[src/rtl/serial_sub_pkg.sv]
// Shared types and constants for the bit-serial subtractor: FSM state type,
// state encodings and the bit-counter width helper.
package serial_sub_pkg;

    localparam int DEF_WIDTH = 4;

    function automatic int cnt_width(input int width);
        return (width > 1) ? $clog2(width) : 1;
    endfunction

    localparam int CNT_W = cnt_width(DEF_WIDTH);

    localparam logic [1:0] ST_IDLE = 2'd0;
    localparam logic [1:0] ST_RUN  = 2'd1;
    localparam logic [1:0] ST_DONE = 2'd2;

    typedef enum logic [1:0] {
        IDLE = ST_IDLE,
        RUN  = ST_RUN,
        DONE = ST_DONE
    } state_e;

endpackage

[src/rtl/full_subtractor.sv]
// One-bit full subtractor cell: diff = x - y - bw_in, with borrow out.
module full_subtractor (
    input  logic x,
    input  logic y,
    input  logic bw_in,
    output logic diff,
    output logic bw_out
);

    assign diff   = x ^ y ^ bw_in;
    assign bw_out = (~x & y) | (~(x ^ y) & bw_in);

endmodule

[src/rtl/serial_subtractor.sv]
// Bit-serial WIDTH-bit subtractor, d = a - b - bin computed LSB first through a
// single full-subtractor cell. Define OVF_FLAG_EN to add the signed-overflow output.
module serial_subtractor
    import serial_sub_pkg::*;
#(
    parameter int WIDTH = DEF_WIDTH
) (
    input  logic             clk,
    input  logic             rst_n,
    input  logic             in_valid,
    output logic             in_ready,
    input  logic [WIDTH-1:0] a,
    input  logic [WIDTH-1:0] b,
    input  logic             bin,
    output logic             out_valid,
    input  logic             out_ready,
    output logic [WIDTH-1:0] d,
    output logic             bout
`ifdef OVF_FLAG_EN
    ,
    output logic             ovf
`endif
);

    // The package constant already covers the default width.
    localparam int CW = (WIDTH == DEF_WIDTH) ? CNT_W : cnt_width(WIDTH);
    localparam logic [CW-1:0] CNT_LAST = CW'(WIDTH - 1);

    state_e           state_q, state_d;
    logic [WIDTH-1:0] a_q, a_d;
    logic [WIDTH-1:0] b_q, b_d;
    logic [WIDTH-1:0] d_q, d_d;
    logic [CW-1:0]    cnt_q, cnt_d;
    logic             borrow_q, borrow_d;
    logic             fs_diff;
    logic             fs_bw;
`ifdef OVF_FLAG_EN
    logic             ovf_q, ovf_d;
`endif

    full_subtractor u_fs (
        .x      (a_q[0]),
        .y      (b_q[0]),
        .bw_in  (borrow_q),
        .diff   (fs_diff),
        .bw_out (fs_bw)
    );

    // NOTE: every signal written here gets its default first, so no path can infer a latch.
    always_comb begin
        state_d  = state_q;
        a_d      = a_q;
        b_d      = b_q;
        d_d      = d_q;
        cnt_d    = cnt_q;
        borrow_d = borrow_q;
`ifdef OVF_FLAG_EN
        ovf_d    = ovf_q;
`endif
        case (state_q)
            IDLE: begin
                if (in_valid) begin
                    a_d      = a;
                    b_d      = b;
                    borrow_d = bin;
                    cnt_d    = '0;
                    d_d      = '0;
`ifdef OVF_FLAG_EN
                    ovf_d    = 1'b0;
`endif
                    state_d  = RUN;
                end
            end
            RUN: begin
                // Operands shift right so the cell always sees the current bit at index 0.
                a_d          = a_q >> 1;
                b_d          = b_q >> 1;
                d_d[cnt_q]   = fs_diff;
                borrow_d     = fs_bw;
                cnt_d        = cnt_q + 1'b1;
                if (cnt_q == CNT_LAST) begin
                    state_d = DONE;
`ifdef OVF_FLAG_EN
                    // On the last bit the cell inputs are the operand sign bits.
                    ovf_d   = (a_q[0] ^ b_q[0]) & (fs_diff ^ a_q[0]);
`endif
                end
            end
            DONE: begin
                if (out_ready) begin
                    state_d = IDLE;
`ifdef OVF_FLAG_EN
                    ovf_d   = 1'b0;
`endif
                end
            end
            default: state_d = IDLE;
        endcase
    end

    // NOTE: sequential state uses non-blocking assignments only.
    always_ff @(posedge clk) begin
        if (!rst_n) begin
            state_q  <= IDLE;
            d_q      <= '0;
            cnt_q    <= '0;
            borrow_q <= 1'b0;
`ifdef OVF_FLAG_EN
            ovf_q    <= 1'b0;
`endif
        end else begin
            state_q  <= state_d;
            d_q      <= d_d;
            cnt_q    <= cnt_d;
            borrow_q <= borrow_d;
`ifdef OVF_FLAG_EN
            ovf_q    <= ovf_d;
`endif
        end
    end

    // NOTE: operand shift registers carry no reset; they are always reloaded on accept.
    always_ff @(posedge clk) begin
        a_q <= a_d;
        b_q <= b_d;
    end

    assign in_ready  = (state_q == IDLE);
    assign out_valid = (state_q == DONE);
    assign d         = d_q;
    assign bout      = borrow_q;
`ifdef OVF_FLAG_EN
    assign ovf       = ovf_q;
`endif

endmodule
[config.mk]
export PLATFORM = sky130hd
export DESIGN_NAME = serial_subtractor
export DESIGN_NICKNAME = d
export VERILOG_FILES = /design/src/rtl/serial_sub_pkg.sv /design/src/rtl/full_subtractor.sv /design/src/rtl/serial_subtractor.sv
export SDC_FILE = /design/constraint.sdc
export NUM_CORES = 1
export LEC_CHECK = 0
export ABC_CLOCK_PERIOD_IN_PS = 1400
export BUFFER_PORTS_ARGS = -buffer_cell sky130_fd_sc_hd__buf_2
export CORE_MARGIN = 2
export CORE_UTILIZATION = 51
export CTS_CLUSTER_SIZE = 10
export DETAILED_ROUTE_END_ITERATION = 8
export GPL_ROUTABILITY_DRIVEN = 0
export PLACE_DENSITY = 0.76
export SYNTH_ARGS = -nofsm -noshare
export SYNTH_HDL_FRONTEND = slang
export SYNTH_SLANG_ARGS = --single-unit
[constraint.sdc]
create_clock -name clk -period 1.4 [get_ports clk]
set_input_delay 0.14 -clock clk [delete_from_list [all_inputs] [get_ports clk]]
set_output_delay 0.14 -clock clk [all_outputs]
set_load 0.02 [all_outputs]
# After elaboration in Yosys (flattened, before gate mapping)
# Cells that the tools add are included.
# Widths: inputs -> output; s select.
[op_classes]
n_addsub = 1
n_lt_le_gt_ge = 2
n_eq_ne = 6
muxes = 17
bitwise_logic = 7
reduce_logical = 5
[ops]
columns = ["op", "n"]
rows = [
  ["$pmux 4 s2", 3],
  ["$mux 4", 3],
  ["$mux 2", 4],
  ["$pmux 2 s3", 1],
  ["$bwmux 4", 1],
  ["$eq 2x2->1 const B", 2],
  ["$ne 2x2->1 const B", 2],
  ["$pmux 2 s2", 1],
  ["$lt 2x3->1 const B", 1],
  ["$reduce_and 3->1", 1],
  ["$add 2x1->2 const B", 1],
  ["$and 1x1->1", 2],
  ["$demux 1 s2", 1],
  ["$eq 2x1->1 const B", 1],
  ["$ge 2x1->1 const B", 1],
  ["$logic_not 2->1", 1],
  ["$mux 1", 2],
  ["$ne 2x1->1 const B", 1],
  ["$not 1->1", 2],
  ["$pmux 1 s2", 1],
  ["$reduce_and 2->1", 1],
  ["$reduce_bool 2->1", 1],
  ["$xor 1x1->1", 2],
  ["$logic_and 1x1->1", 1],
  ["$or 1x1->1", 1],
]
[totals]
regBits = 17
in_bits = 13
output_inout_bits = 7
word_cells = 44

# Logic depth before layout (Yosys ltp)
[depth]
depth_word = 6
depth_mapped = 5

# Hierarchy
# Synthesis repeated with hierarchy kept, for this count alone.
[unflattened]
hier_cells = 66
area_unflattened_um2 = 845.8
[by_module_without_submodules]
columns = ["module", "instances", "cells_each", "area_per_inst_um2", "seq_area_each_um2"]
rows = [
  ["serial_subtractor", 1, 62, 814.5, 420.4],
  ["full_subtractor", 1, 4, 31.3, 0.0],
]

# Least setup slack after synthesis
# No wires, ideal clock.
[synth_timing]
path_type = "reg2reg"
from = "register borrow_q, in the netlist bout"
to = "register d_q[0], in the netlist d[0]"
setup_time_ns = 0.070
t_arrival_ns = 1.286
setup_slack_ns = 0.044
path_stages_with_launch = 5
n_path_buf = 0
period_less_slack_ns = 1.356
path_cell_list = "dfxtp_1 inv_1 fa_1 nand3_1 a21oi_1"
[synth_via]
elab_chain_cells = 3
[synth_rtl]
columns = ["item", "line", "text"]
rows = [
  ["start, declared", "serial_subtractor.sv:34", "logic borrow_q, borrow_d;"],
  ["start signal, assigned", "serial_subtractor.sv:115", "borrow_q <= borrow_d;"],
  ["$xor 1x1->1", "full_subtractor.sv:10", "assign diff = x ^ y ^ bw_in;"],
  ["$bwmux 4", "serial_subtractor.sv:78", "d_d[cnt_q] = fs_diff;"],
  ["$pmux 4 s2", "serial_subtractor.sv:60", "case (state_q)"],
  ["end signal, assigned", "serial_subtractor.sv:105", "d_q <= '0;"],
  ["end signal, assigned", "serial_subtractor.sv:113", "d_q <= d_d;"],
  ["end, declared", "serial_subtractor.sv:32", "logic [WIDTH-1:0] d_q, d_d;"],
]
# No other way between the ends.
# A chain may end at the register's enable or synchronous reset.

# Worst setup path after layout
# Ends and elaborated chain as after synthesis.

==> results.json <==
{
  "status": "completed",
  "grt_antenna_before_repair": 0,
  "area_delta_synth_final_pct": 16.0,
  "synth_nets": 89,
  "p_leak_nw": 0.450,
  "r2r_end": "d[0]",
  "clock_latency_ps": 290,
  "initial_core_util_pct": 56.2,
  "synth.distinct_cells": 26,
  "post-route-period-util_pct": 93.7,
  "hp-start": "out_ready",
  "min_period_ps": 1310,
  "required_ps": 1620,
  "hold_ws_ps": 109,
  "min_to": "state_q[1]",
  "drv_cap": 0,
  "grt_max_degree": 13,
  "vdd_ir_drop_max_mv": 0.651,
  "cp_top_family": "adder cells",
  "h-tree-depth": 1,
  "clockBufferDepth": 2,
  "crit_chain": "inv_1 -> fa_2 -> nand3_1 -> a21oi_1",
  "drtPass1Iterations": 4,
  "drc": 0,
  "grtUsageTotal_pct": 15.1,
  "worst_slew_pin_slew_ps": 341,
  "worst_slack_ps": 88.2,
  "coreArea_mm2": 0.00154,
  "power.density_mw_per_mm2": 1020,
  "rr_startpoint": "bout",
  "diodes": 0,
  "pre_cts_ws_ps": 65.9,
  "synth_seq_area_share_pct": 48.6,
  "critPathKind": "reg -> reg",
  "synth_area_leader_cell": "edfxtp_1",
  "path_max_fanout": 4,
  "clk_pin_slew_ps": 100,
  "critPathCaptureType": "flop",
  "grt_pass1_wl_mm": 2.24,
  "synthTopCellsByArea": "edfxtp_1, dfxtp_1, mux2_4",
  "worst-endpoint-arrival_ps": 1540,
  "drv_slew": 0,
  "tns_ps": 0,
  "cpMaxStageDelayCell": "fa_2",
  "vias": 583,
  "std_cell_rows": 14,
  "numClockSinks": 17,
  "maxSlewHeadroom_pct": 77.2,
  "yosysWarningCount": 0,
  "postRouteAntennaNets": 0,
  "finalSetupViolCount": 0,
  "slowest_delay_ps": 610,
  "cts_root_buf": "clkbuf_4",
  "routed_wirelength_mm": 1.38,
  "drive_gt1_share_pct": 43.6,
  "numCtsBuffers": 3,
  "fin_nets": 113,
  "fillers": 119,
  "holdPathStages": 3,
  "cts_tree": "done",
  "die_area_mm2": 0.00204,
  "port-buffer-count": 19,
  "synth_cells": 71,
  "fmax_ghz": 0.762,
  "r2r_slack_ps": 90,
  "fin_skew_ps": 2.55,
  "hold_violations": 0,
  "ioPinCount": 20,
  "crit_buf_inv": 1,
  "grt_pass1_vias": 530,
  "dp_hpwl_mm": 1.03,
  "wire_per_inst_um": 12.5,
  "die_h_um": 45.2,
  "hold_class": "in -> reg",
  "syn_area_um2": 866,
  "netlist.area_leader.share_pct": 27.7,
  "die_w_um": 45.2,
  "postSynthAreaPerCell_um2": 12.2,
  "post_cts_buffers": 0,
  "drtIter0Drc": 8,
  "yosys_register_bits": 17,
  "startpoint_type": "flop",
  "grt_setup_unrepaired": "no",
  "post_drt_via_cell_ratio": 5.30,
  "r2r_cells": 4,
  "grt-ovfl-total": 0
}
## layout by cell type, fill, tap and decap left out, drive strengths merged, types with 2 or more instances in the layout
master,count
o21ai,3
mux2,6
buf,21
nor2b,3
inv,9
nand3,3
ha,4
dfxtp,9
edfxtp,8
clkbuf,3
nand2,4
a21boi,2
a21oi,3
mux2i,2
and2b,3
## timing repair
| action | in CTS | in global routing |
|---|---|---|
| endpoints found under the setup margin | 0 | 3 |
| gates resized for setup | 0 | 2 |
| hold buffers | 0 | 0 |
## per-stage QoR
| stage | instance area [µm²] | instances | power [mW] | util, % |
|---|---|---|---|---|
| final | 1000 | 110 | 1.03 | 65.2 |
| after CTS | 1000 | 110 | 1.03 | 64.9 |
| after floorplan | 866 | 71 | 0.720 | - |
| after global placement | 973 | 106 | 0.767 | 63.1 |
| after detailed placement | 973 | 106 | 0.773 | 63.1 |
| after global routing | 1000 | 110 | 1.07 | 65.2 |
## logic make-up (layout without fill, tap and decap cells)
| family | count (synthesis) | count (layout) | synth area share, % |
|---|---|---|---|
| multiplexers | 8 | 8 | 12.7 |
| adder cells (fa/ha/maj) | 5 | 5 | 8.09 |
| buffers and inverters | 11 | 34 | 6.50 |
| AND/OR/NAND/NOR | 17 | 17 | 12.4 |
| AO/OA/AOI/OAI | 13 | 13 | 11.7 |
| flip-flops | 17 | 17 | 48.6 |
## sequential cells by signal, indices dropped and copies added, names as in the netlist
signal / count
b_q: 4
state_q: 2
d: 4
a_q: 4
cnt_q: 2
bout: 1
## layout make-up
cell class | count | area (µm²) | share of cell area (%)
Multi-Input combinational cell | 43 | 392 | 39.0
Clock buffer | 3 | 22.5 | 2.24
Clock inverter | 1 | 5.00 | 0.498
Sequential cell | 17 | 422 | 42.0
Tap cell | 16 | 20.0 | 1.99
Timing Repair Buffer | 21 | 110 | 11.0
Inverter | 9 | 33.8 | 3.36
## cells in the mapped netlist
library cell and instances:
nand2_1 4, nand2b_1 1, inv_1 8, a22oi_1 1, and2b_2 3, a21boi_0 2
nor3b_1 1, nand3_1 3, a21bo_2 1, dfxtp_1 9, inv_2 1, a21oi_1 3
nand3b_1 1, o22ai_2 1, nor2_1 1, mux2_4 6, o21ai_0 3, nor2b_1 2
nor2b_4 1, fa_1 1, o21bai_4 1, buf_6 2, mux2i_1 2, ha_1 4
o211ai_1 1, edfxtp_1 8
## power by group
part,leakage (nW),internal (mW),switching (mW)
Sequential,0.155,0.563,0.0146
Combinational,0.277,0.0932,0.0919
Clock,0.0177,0.106,0.159
## how the worst max path moves through the flow
stage / cells after the start / start / endpoint
3_5_place_dp: 4 / bout / d[0]
2_1_floorplan: 4 / bout / d[0]
4_1_cts: 4 / bout / d[0]
3_3_place_gp: 4 / bout / d[0]
5_1_grt: 4 / bout / d[2]
6_report: 4 / bout / d[0]
## tightest hold or removal path: cells and delay by family
kind | cells | cell delay, ps
buf+inv | 1 | 70
simple gates | 1 | 80
compound gates | 1 | 70
## layer usage
metal | wire, µm | global-route usage (%) | vias up
met5 | 0 | 0 | -
met4 | 12 | 3.53 | 0
met3 | 56 | 2.40 | 3
met2 | 683 | 24.9 | 12
met1 | 624 | 20.8 | 280
li1 | - | - | 288
Power figures use the tool's default switching activity.
